## src/rtl/fanin_tree_4_2_pkg.sv

```systemverilog
// fanin_tree_4_2_pkg: round-robin priority type shared by the merge nodes
package fanin_tree_4_2_pkg;

   typedef enum logic {PRI_0 = 1'b0, PRI_1 = 1'b1} prio_t;

   // after serving one input the other input gets the next tie
   function automatic prio_t next_prio(input logic take_1);
      return take_1 ? PRI_0 : PRI_1;
   endfunction

endpackage

```

## src/rtl/fanin_tree_4_2_node.sv

```systemverilog
// fanin_node_2: 2-input round-robin merge with one registered output slot
module fanin_node_2
   import fanin_tree_4_2_pkg::*;
#(
   parameter int DATA_WIDTH = 16,
   parameter int ID_WIDTH   = 1
) (
   input  logic                  clk,
   input  logic                  rst,
   input  logic                  in_valid_0,
   input  logic                  in_valid_1,
   input  logic [DATA_WIDTH-1:0] in_data_0,
   input  logic [DATA_WIDTH-1:0] in_data_1,
   input  logic [ID_WIDTH-1:0]   in_id_0,
   input  logic [ID_WIDTH-1:0]   in_id_1,
   output logic                  in_ready_0,
   output logic                  in_ready_1,
   output logic                  out_valid,
   output logic [DATA_WIDTH-1:0] out_data,
   output logic [ID_WIDTH-1:0]   out_id,
   input  logic                  out_ready
);

   logic  valid;
   logic  free;
   logic  take_0;
   logic  take_1;
   prio_t prio;

   // grant depends only on the sibling's valid, so ready never waits on own valid
   assign free       = !valid || out_ready;
   assign in_ready_0 = !rst && free && (!in_valid_1 || prio == PRI_0);
   assign in_ready_1 = !rst && free && (!in_valid_0 || prio == PRI_1);
   assign take_0     = in_valid_0 && in_ready_0;
   assign take_1     = in_valid_1 && in_ready_1;
   assign out_valid  = valid && !rst;

   always_ff @(posedge clk) begin
      if (rst) begin
         valid <= 1'b0;
         prio  <= PRI_0;
      end else begin
         if (free) valid <= take_0 || take_1;
         if (take_0 || take_1) prio <= next_prio(take_1);
      end
   end

   always_ff @(posedge clk) begin
      if (take_0 || take_1) begin
         out_data <= take_1 ? in_data_1 : in_data_0;
         out_id   <= take_1 ? in_id_1 : in_id_0;
      end
   end

endmodule

```

## src/rtl/fanin_tree_4_2.sv

```systemverilog
// fanin_tree_4_2: two-level registered round-robin fan-in of four channels
module fanin_tree_4_2 #(
   parameter int DATA_WIDTH = 16
) (
   input  logic                  clk,
   input  logic                  rst,
   input  logic                  in_valid_0,
   input  logic                  in_valid_1,
   input  logic                  in_valid_2,
   input  logic                  in_valid_3,
   input  logic [DATA_WIDTH-1:0] in_data_0,
   input  logic [DATA_WIDTH-1:0] in_data_1,
   input  logic [DATA_WIDTH-1:0] in_data_2,
   input  logic [DATA_WIDTH-1:0] in_data_3,
   output logic                  in_ready_0,
   output logic                  in_ready_1,
   output logic                  in_ready_2,
   output logic                  in_ready_3,
   output logic                  out_valid,
   output logic [DATA_WIDTH-1:0] out_data,
   output logic [1:0]            out_id,
   input  logic                  out_ready
);

   localparam int TREE_DEPTH = 2;
   localparam int ID_WIDTH   = TREE_DEPTH;

   logic                  a_valid, a_ready, b_valid, b_ready;
   logic [DATA_WIDTH-1:0] a_data, b_data;
   logic [ID_WIDTH-2:0]   a_id, b_id;

   fanin_node_2 #(.DATA_WIDTH(DATA_WIDTH), .ID_WIDTH(ID_WIDTH-1)) node_a (
      .clk        (clk),
      .rst        (rst),
      .in_valid_0 (in_valid_0),
      .in_valid_1 (in_valid_1),
      .in_data_0  (in_data_0),
      .in_data_1  (in_data_1),
      .in_id_0    (1'b0),
      .in_id_1    (1'b1),
      .in_ready_0 (in_ready_0),
      .in_ready_1 (in_ready_1),
      .out_valid  (a_valid),
      .out_data   (a_data),
      .out_id     (a_id),
      .out_ready  (a_ready)
   );

   fanin_node_2 #(.DATA_WIDTH(DATA_WIDTH), .ID_WIDTH(ID_WIDTH-1)) node_b (
      .clk        (clk),
      .rst        (rst),
      .in_valid_0 (in_valid_2),
      .in_valid_1 (in_valid_3),
      .in_data_0  (in_data_2),
      .in_data_1  (in_data_3),
      .in_id_0    (1'b0),
      .in_id_1    (1'b1),
      .in_ready_0 (in_ready_2),
      .in_ready_1 (in_ready_3),
      .out_valid  (b_valid),
      .out_data   (b_data),
      .out_id     (b_id),
      .out_ready  (b_ready)
   );

   // the root prefixes the branch bit so out_id equals the channel index
   fanin_node_2 #(.DATA_WIDTH(DATA_WIDTH), .ID_WIDTH(ID_WIDTH)) node_c (
      .clk        (clk),
      .rst        (rst),
      .in_valid_0 (a_valid),
      .in_valid_1 (b_valid),
      .in_data_0  (a_data),
      .in_data_1  (b_data),
      .in_id_0    ({1'b0, a_id}),
      .in_id_1    ({1'b1, b_id}),
      .in_ready_0 (a_ready),
      .in_ready_1 (b_ready),
      .out_valid  (out_valid),
      .out_data   (out_data),
      .out_id     (out_id),
      .out_ready  (out_ready)
   );

endmodule

```

## config.mk

```make
export PLATFORM = sky130hd
export DESIGN_NAME = fanin_tree_4_2
export DESIGN_NICKNAME = d
export VERILOG_FILES = /design/src/rtl/fanin_tree_4_2_pkg.sv /design/src/rtl/fanin_tree_4_2_node.sv /design/src/rtl/fanin_tree_4_2.sv
export SDC_FILE = /design/constraint.sdc
export NUM_CORES = 1
export LEC_CHECK = 0
export ABC_AREA = 0
export CAP_MARGIN = 15
export CORE_MARGIN = 3
export CORE_UTILIZATION = 45
export CTS_CLUSTER_SIZE = 8
export DETAILED_ROUTE_END_ITERATION = 8
export GPL_TIMING_DRIVEN = 0
export PLACE_DENSITY = 0.81
export SETUP_SLACK_MARGIN = 0.4
export SYNTH_ARGS = -nofsm -noshare
export SYNTH_HDL_FRONTEND = slang
export SYNTH_SLANG_ARGS = --single-unit
```

## constraint.sdc

```tcl
create_clock -name clk -period 7.83 [get_ports clk]
set_input_delay 2.349 -clock clk [delete_from_list [all_inputs] [get_ports clk]]
set_output_delay 2.349 -clock clk [all_outputs]
set_load 0.01 [all_outputs]
```

==> impl_metrics.py, run 1 <==
metrics = {
    "critical_path": {
        "path_buf_inv": 3,
        "end_kind": "output port",
        "crit_family": "buffers and inverters",
        "crit_arrival_ps": 4080,
        "timing.rr.end": "node_a.out_data[11]$_DFFE_PP_",
        "slowest_delay_ps": 570,
        "path_class": "in2out",
        "required_ps": 5480,
        "crit_fanout": 10,
        "reg2reg_slack_ps": 5810,
        "r2r_start": "node_b.valid$_SDFFE_PP0N_",
        "worst-r2r-cell-count": 4,
        "crit_slowest_cell": "clkdlybuf4s50_1",
        "cpMostUsedCell": "clkdlybuf4s50_1",
        "path_cells": "clkdlybuf4s50_1, clkbuf_1, nand2b_1, a21oi_1, clkdlybuf4s50_1",
        "start_kind": "input port",
    },
    "timing": {
        "finClkSkew_ps": 5.871,
        "fin_crit_sh": 0.8216,
        "finalHoldViolCount": 0,
        "worst_slew_pin_slew_ps": 955.8,
        "layout_min_cycle_time_ps": 6433,
        "finalSetupViolCount": 0,
        "relSlewSlack": 0.3621,
        "fin_setup_tns_ps": 0,
        "rsz0062_at_grt": "false",
        "report.final.slew_viol_count": 0,
        "max_freq_mhz": 155.4,
    },
    "synthesis": {
        "syn-num-nets": 218,
        "synth_seq_cells": 58,
        "netlist_top_cells_area": "edfxtp_1 (60%), mux2_2 (15%), mux2_4 (5.2%)",
        "seq_area_frac_synth": 0.6480,
        "syn_inst": 147,
        "synth_cell_types": 22,
        "synth-compound-area-share": 0.03568,
        "synth_top_family_by_area": "multiplexers",
        "netlist.area_leader.share": 0.6017,
        "yosysWarnings": 0,
        "synth_top_area_cell": "edfxtp_1",
        "muxShareOfSynthArea": 0.2257,
        "syn_area_sq_um": 2595,
        "syn_avg_cell_area_sq_um": 17.65,
        "synth_fa_ha_area_frac": 0,
        "synth-xor-area-share": 0,
        "yosys.area_share.simple": 0.07329,
    },
    "placement": {
        "hpwl_mm": 3.920,
        "numPortBuffers": 93,
        "place.gp.congestion": 0.7345,
    },
    "layout": {
        "finalNetCount": 323,
        "drive_gt1_frac": 0.2852,
        "mostFrequentLayoutCells": "clkdlybuf4s50_1 (93), edfxtp_1 (52), mux2_2 (34), mux2_4 (9), clkbuf_8 (9)",
        "diodes": 0,
        "final_common_cell": "clkdlybuf4s50_1",
        "syn_to_final_growth_pct": 48.26,
        "finish.utilization": 0.6944,
    },
    "clocking": {
        "cts_htree_levels": 3,
        "cts_root_buffer": "clkbuf_8",
        "cts_max_path_buffers": 2,
        "clk_pin_slew_ps": 60,
        "post-cts-setup-buffer-count": 0,
        "holdBufCountCts": 0,
        "cts_made_buffers": 9,
        "clk_latency_ps": 330,
        "cts_sinks": 58,
        "cts_tree": "done",
        "post_cts_resized": 0,
    },
    "routing": {
        "drt_pass1_iterations": 4,
        "wl_mm": 5.236,
        "wl_per_cell_um": 15.96,
        "drc": 0,
        "ant_nets": 0,
        "drtIter0Drc": 67,
        "dr_total_vias": 1592,
        "via_per_inst": 4.854,
    },
    "power": {
        "p_per_area_nw_per_um2": 201.7,
        "p_leak_uw": 0.001409,
        "ir_worst_vdd_mv": 0.2003,
    },
    "run": {
        "drv_cap": 0,
    },
    "min_path": {
        "hold_depth": 1,
        "min_to": "node_a.prio$_SDFFE_PP0P_",
        "hold_class": "reg2reg",
        "worstHoldStart": "node_a.prio$_SDFFE_PP0P_",
    },
    "grt": {
        "first_global_vias": 1619,
        "grt_max_degree": 18,
        "grt_overflow": 0,
        "grt_pass1_wl_mm": 8.045,
        "grt_util_all_layers": 0.1693,
        "antenna_found_initial": 0,
    },
    "die": {
        "die_w_um": 81.94,
        "die_h_um": 81.94,
        "dieArea_sq_um": 6714,
        "ios": 94,
        "rows": 27,
        "placeableCoreArea_sq_um": 5540,
        "initial_utilization": 0.4684,
    },
    "outcome": {
        "run_status": "finished, final reports clean",
    },
}
[per-layer routing]
layer  GRT usage  vias up  share of wire
li1            -      779              -
met1      0.1902      767           0.38
met2      0.3005       41           0.56
met3     0.05373        5          0.048
met4     0.05980        0          0.011
met5           0        -              0
[state kept, by name (all words and copies together) (netlist names)]
signal,count
node_b.out_data,16
node_c.prio,1
node_c.valid,1
node_a.prio,1
node_c.out_data,16
node_b.valid,1
node_a.valid,1
node_a.out_data,16
node_a.out_id,1
node_c.out_id,2
node_b.prio,1
node_b.out_id,1
[logic make-up after synthesis]
group | Yosys count
mux | 49
buf+inv | 6
simple gates | 22
flops | 58
compound gates | 12
[worst max path at each step]
stage / startpoint / endpoint / cells past startpoint
detailed placement: rst / in_ready_2 / 5
floorplan: out_ready / in_ready_0 / 4
global route: rst / in_ready_2 / 5
global placement: rst / in_ready_2 / 5
finish: rst / in_ready_2 / 5
CTS: rst / in_ready_2 / 5
[cell type report]
| type | instances | area, sq um |
|---|---|---|
| flip-flops and latches | 58 | 1682 |
| inverters | 2 | 7.507 |
| multi-input cells | 83 | 878.3 |
| plain buffers | 4 | 37.54 |
| clock buffers | 9 | 123.9 |
| repair buffers | 94 | 945.9 |
| well taps | 72 | 90.09 |
| clock inverters | 6 | 82.58 |
| fillers | 394 | 1693 |
[through the flow]
| step | hold WS (ps) | std cells | worst slack (ps) | cell area (sq um) | power, uW |
|---|---|---|---|---|---|
| 2_1_floorplan | 462.7 | 147 | 2562 | 2595 | 432.4 |
| 3_3_place_gp | 486.6 | 312 | 1436 | 3616 | 494.0 |
| 3_5_place_dp | 485.1 | 313 | 1409 | 3641 | 499.7 |
| 4_1_cts | 503.4 | 328 | 1396 | 3847 | 783.9 |
| 5_1_grt | 554.6 | 328 | 1293 | 3847 | 810.1 |
| 6_report | 504.2 | 328 | 1397 | 3847 | 776.1 |
[cell usage after synthesis]
master	number
nor4b_4	1
a311oi_1	2
dfxtp_1	6
a22oi_1	1
mux2_2	34
nand2b_1	4
or2b_1	1
nor2b_1	3
o21ai_4	2
nor2_1	6
clkbuf_1	1
buf_6	3
mux2_4	9
nand2_1	1
and2_4	1
mux2_1	6
nor3_1	1
inv_1	2
nand4b_4	2
nor2b_4	2
edfxtp_1	52
a21oi_1	7
[report_power, final]
part | leakage [uW] | switching, uW | internal, uW
combinational | 0.000760 | 43.2 | 75.2
sequential | 0.000544 | 7.16 | 366
clock | 0.000105 | 110 | 175
total | 0.00141 | 160 | 616
Power figures use the tool's default switching activity.
==> run 2: changes to the inputs <==
--- a/config.mk
+++ b/config.mk
@@ -8,11 +8,11 @@
 export ABC_AREA = 0
 export CAP_MARGIN = 15
 export CORE_MARGIN = 3
-export CORE_UTILIZATION = 45
+export CORE_UTILIZATION = 44
 export CTS_CLUSTER_SIZE = 8
 export DETAILED_ROUTE_END_ITERATION = 8
 export GPL_TIMING_DRIVEN = 0
-export PLACE_DENSITY = 0.81
+export PLACE_DENSITY = 0.79
 export SETUP_SLACK_MARGIN = 0.4
 export SYNTH_ARGS = -nofsm -noshare
 export SYNTH_HDL_FRONTEND = slang
==> constraint.sdc (replaced) <==
create_clock -name clk -period 6.4 [get_ports clk]
set_input_delay 1.92 -clock clk [delete_from_list [all_inputs] [get_ports clk]]
set_output_delay 1.92 -clock clk [all_outputs]
set_load 0.01 [all_outputs]
==> impl_metrics.py, run 2 (synthesized netlist as in run 1, its figures left out) <==
metrics = {
    "critical_path": {
        "path_class": "in2out",
        "start_kind": "input port",
        "path_cells": "clkdlybuf4s50_1, clkbuf_1, nand2b_1, nor2b_1, clkdlybuf4s50_1",
        "crit_fanout": 10,
        "cpMostUsedCell": "clkdlybuf4s50_1",
        "crit_start": "rst",
        "path_buf_inv": 3,
        "crit_family": "buffers and inverters",
        "reg2reg_slack_ps": 4400,
        "worst-path-stages": 5,
        "r2r_start": "node_c.valid$_SDFFE_PP0N_",
        "crit_arrival_ps": 3650,
        "crit_slowest_cell": "clkdlybuf4s50_1",
        "timing.rr.end": "node_c.out_data[10]$_DFFE_PP_",
        "endpoint": "in_ready_1",
        "slowest_delay_ps": 590,
        "worst-r2r-cell-count": 4,
        "end_kind": "output port",
        "required_ps": 4480,
    },
    "grt": {
        "grt_max_degree": 18,
        "grt_util_all_layers": 0.1639,
        "grt_pass1_wl_mm": 7.941,
        "grt_overflow": 0,
        "first_global_vias": 1640,
        "antenna_found_initial": 0,
    },
    "die": {
        "rows": 27,
        "initial_utilization": 0.4627,
        "dieArea_sq_um": 6855,
        "placeableCoreArea_sq_um": 5608,
        "die_h_um": 82.80,
        "die_w_um": 82.80,
        "ios": 94,
    },
    "routing": {
        "via_per_inst": 4.855,
        "drtIter0Drc": 87,
        "ant_nets": 0,
        "drc": 0,
        "wl_per_cell_um": 16.38,
        "drt_pass1_iterations": 4,
        "wl_mm": 5.421,
        "dr_total_vias": 1607,
    },
    "power": {
        "ir_worst_vdd_mv": 0.1354,
        "p_leak_uw": 0.001420,
        "power_uw": 959.5,
        "p_per_area_nw_per_um2": 247.8,
    },
    "layout": {
        "fin_cells": 331,
        "diodes": 0,
        "finalNetCount": 325,
        "syn_to_final_growth_pct": 49.23,
        "multi_input_area_sq_um": 878.3,
        "top_regs": "node_a.out_data: 16 flops, node_b.out_data: 16 flops, node_c.out_data: 16 flops",
        "mostFrequentLayoutCells": "clkdlybuf4s50_1 (93), edfxtp_1 (52), mux2_2 (34), mux2_4 (9), clkbuf_8 (9)",
        "regArea_sq_um": 1682,
        "drive_gt1_frac": 0.2857,
        "fin_area_sq_um": 3872,
        "nFillCells": 418,
        "final_common_cell": "clkdlybuf4s50_1",
    },
    "clocking": {
        "cts_root_buffer": "clkbuf_8",
        "cts_max_path_buffers": 2,
        "clk_latency_ps": 330,
        "cts_sinks": 58,
        "clk_pin_slew_ps": 70,
        "post_cts_resized": 0,
        "holdBufCountCts": 0,
        "post-cts-setup-buffer-count": 0,
        "cts_htree_levels": 3,
        "cts_made_buffers": 9,
        "cts_tree": "done",
    },
    "timing": {
        "max_freq_mhz": 179.6,
        "fin_crit_sh": 0.8698,
        "worst_slew_pin_slew_ps": 717.3,
        "finClkSkew_ps": 12.20,
        "finalSetupViolCount": 0,
        "finalHoldViolCount": 0,
        "layout_min_cycle_time_ps": 5567,
        "report.final.slew_viol_count": 0,
        "fin_setup_tns_ps": 0,
        "rsz0062_at_grt": "false",
        "relSlewSlack": 0.5198,
    },
    "run": {
        "drv_cap": 0,
    },
    "outcome": {
        "run_status": "finished, final reports clean",
    },
    "placement": {
        "hpwl_mm": 3.988,
        "numPortBuffers": 93,
        "postPlaceCellArea_sq_um": 3664,
        "place.gp.congestion": 0.7263,
        "place_inst": 315,
    },
    "min_path": {
        "hold_class": "reg2reg",
    },
}
run 2: cell count changes in the layout (fill, tap and decap cells not counted), sizes merged:
| cell | change |
|---|---|
| buf | +2 |
| clkbuf | +1 |
run 2: layout make-up:
class	count	share of cell area
multi-input cells	83	0.2268
clock buffers	10	0.03296
repair buffers	96	0.2501
well taps	72	0.02326
clock inverters	6	0.02100
flip-flops and latches	58	0.4342
plain buffers	4	0.009693
inverters	2	0.001939
run 2: power breakdown:
part | switching, uW | internal (uW)
Clock | 140 | 217
Combinational | 53.4 | 94.0
Sequential | 9.09 | 447
Total | 202 | 757
run 2: layer usage:
metal,vias to the layer above,global-route usage,routed length (um)
met5,-,0,0
met4,0,0.08987,130
met3,10,0.03132,234
met2,44,0.2813,2927
met1,766,0.1929,2128
li1,787,-,-
run 2: per-stage QoR:
step           hold WS (ps)  setup WS (ps)  utilization
6_report              509.7          833.0       0.6905
5_1_grt               539.2          703.2       0.6905
4_1_cts               504.5          825.7       0.6905
3_5_place_dp          492.5          838.3       0.6533
3_3_place_gp          480.0          881.3       0.6448
2_1_floorplan         462.7           1990            -
run 2: worst min path at each step:
stage                                  start                       end  slack, ps  depth (start not counted)
floorplan           node_a.prio$_SDFFE_PP0P_  node_a.prio$_SDFFE_PP0P_        460                          1
global placement    node_a.prio$_SDFFE_PP0P_  node_a.prio$_SDFFE_PP0P_        480                          1
detailed placement  node_a.prio$_SDFFE_PP0P_  node_a.prio$_SDFFE_PP0P_        490                          1
CTS                 node_a.prio$_SDFFE_PP0P_  node_a.prio$_SDFFE_PP0P_        500                          1
global route        node_a.prio$_SDFFE_PP0P_  node_a.prio$_SDFFE_PP0P_        540                          1
finish              node_a.prio$_SDFFE_PP0P_  node_a.prio$_SDFFE_PP0P_        510                          1
==> run 3: changes to the inputs <==
--- a/config.mk
+++ b/config.mk
@@ -14,6 +14,7 @@
 export GPL_TIMING_DRIVEN = 0
 export PLACE_DENSITY = 0.79
 export SETUP_SLACK_MARGIN = 0.4
+export SLEW_MARGIN = 20
 export SYNTH_ARGS = -nofsm -noshare
 export SYNTH_HDL_FRONTEND = slang
 export SYNTH_SLANG_ARGS = --single-unit
==> impl_metrics.py, run 3 (synthesized netlist as in run 1, its figures left out) <==
metrics = {
    "die": {
        "initial_utilization": 0.4627,
        "placeableCoreArea_sq_um": 5608,
        "die_h_um": 82.80,
        "ios": 94,
        "die_w_um": 82.80,
        "dieArea_sq_um": 6855,
        "rows": 27,
    },
    "routing": {
        "ant_nets": 0,
        "wl_mm": 5.361,
        "wl_per_cell_um": 16.15,
        "dr_total_vias": 1632,
        "via_per_inst": 4.916,
        "drtIter0Drc": 54,
        "drt_pass1_iterations": 4,
        "drc": 0,
    },
    "layout": {
        "top_regs": "node_a.out_data: 16 flops, node_b.out_data: 16 flops, node_c.out_data: 16 flops",
        "mostFrequentLayoutCells": "clkdlybuf4s50_1 (93), edfxtp_1 (52), mux2_2 (34), mux2_4 (9), clkbuf_8 (9)",
        "syn_to_final_growth_pct": 49.57,
        "diodes": 0,
        "nFillCells": 420,
        "final_common_cell": "clkdlybuf4s50_1",
        "finalNetCount": 326,
        "drive_gt1_frac": 0.2885,
    },
    "clocking": {
        "clk_latency_ps": 320,
        "cts_sinks": 58,
        "clk_pin_slew_ps": 70,
        "cts_tree": "done",
        "cts_root_buffer": "clkbuf_8",
        "post_cts_resized": 0,
        "cts_max_path_buffers": 2,
        "post-cts-setup-buffer-count": 0,
        "cts_htree_levels": 3,
        "holdBufCountCts": 0,
        "cts_made_buffers": 9,
    },
    "critical_path": {
        "crit_fanout": 10,
        "reg2reg_slack_ps": 4400,
        "required_ps": 4480,
        "start_kind": "input port",
        "end_kind": "output port",
        "path_class": "in2out",
        "crit_arrival_ps": 3670,
        "worst-r2r-cell-count": 4,
        "r2r_start": "node_c.valid$_SDFFE_PP0N_",
        "timing.rr.end": "node_c.out_data[8]$_DFFE_PP_",
    },
    "min_path": {
        "min_to": "node_a.prio$_SDFFE_PP0P_",
        "hold_depth": 1,
        "worstHoldStart": "node_a.prio$_SDFFE_PP0P_",
        "hold_class": "reg2reg",
    },
    "power": {
        "p_int_uw": 760.2,
        "p_per_area_nw_per_um2": 246.7,
        "pwr-share-clk": 0.369,
        "power.share.switching": 0.2061,
        "p_sw_uw": 197.3,
        "p_leak_uw": 0.001429,
        "power_uw": 957.5,
        "comb_power_share": 0.155,
        "p_seq_frac": 0.476,
        "ir_worst_vdd_mv": 0.1552,
    },
    "timing": {
        "layout_min_cycle_time_ps": 5590,
        "setup_slack_ps": 810.0,
        "worst_slew_pin_slew_ps": 723.3,
        "finalSetupViolCount": 0,
        "fin_setup_tns_ps": 0,
        "finClkSkew_ps": 8.796,
        "relSlewSlack": 0.5157,
        "max_freq_mhz": 178.9,
        "report.final.slew_viol_count": 0,
        "fin_crit_sh": 0.8734,
        "rsz0062_at_grt": "false",
        "finalHoldViolCount": 0,
    },
    "outcome": {
        "run_status": "finished, final reports clean",
    },
    "grt": {
        "grt_max_degree": 13,
        "grt_util_all_layers": 0.1636,
        "antenna_found_initial": 0,
        "grt_overflow": 0,
        "grt_pass1_wl_mm": 7.921,
        "first_global_vias": 1625,
    },
    "placement": {
        "hpwl_mm": 4.042,
        "place.gp.congestion": 0.7263,
        "numPortBuffers": 93,
        "dp_worst_setup_slack_ps": 818.8,
    },
    "run": {
        "drv_cap": 0,
    },
}
run 3: changes by cell type in the layout (fill, tap and decap cells not counted), sizes merged:
cell      previous run  this run
clkbuf              11        12
clkinvlp             1         0
buf                  6         7
run 3: layer usage:
| metal | wire length, um | GRT usage |
|---|---|---|
| met1 | 2044 | 0.1866 |
| met2 | 2960 | 0.2885 |
| met3 | 252 | 0.02808 |
| met4 | 104 | 0.09314 |
| met5 | 0 | 0 |
run 3: power groups by stage:
stage / sequential, uW / clock (uW) / combinational, uW
3_5_place_dp: 464 / 0 / 150
5_1_grt: 458 / 379 / 159
6_report: 456 / 354 / 148
2_1_floorplan: 466 / 0 / 62.7
4_1_cts: 456 / 363 / 151
3_3_place_gp: 463 / 0 / 142
run 3: worst max-delay path by stage:
stage	slack [ps]	startpoint	depth (start not counted)	endpoint
finish	810	rst	5	in_ready_2
global placement	880	rst	5	in_ready_2
CTS	800	rst	5	in_ready_2
global route	700	rst	5	in_ready_0
floorplan	1990	out_ready	4	in_ready_0
detailed placement	820	rst	5	in_ready_2
run 3: area by class of cell:
cell class,count,area (sq um),area share
Tap cell,72,90.09,0.02321
Timing Repair Buffer,97,975.9,0.2515
Multi-Input combinational cell,83,878.3,0.2263
Buffer,4,37.54,0.009671
Inverter,2,7.507,0.001934
Sequential cell,58,1682,0.4333
Clock inverter,5,78.83,0.02031
Clock buffer,11,131.4,0.03385
run 3: stage by stage:
| step | area [sq um] | std cells | util | hold slack [ps] |
|---|---|---|---|---|
| global route | 3881 | 332 | 0.6921 | 531.4 |
| detailed placement | 3671 | 316 | 0.6546 | 493.7 |
| CTS | 3881 | 332 | 0.6921 | 506.2 |
| finish | 3881 | 332 | 0.6921 | 507.5 |
| floorplan | 2595 | 147 | - | 462.7 |
| global placement | 3616 | 312 | 0.6448 | 480.0 |
run 3: worst max-delay path, stage by stage:
cell	delay, ps
clkdlybuf4s50_1	600
clkbuf_1	380
nand2b_1	220
a21oi_1	50
clkdlybuf4s50_1	490
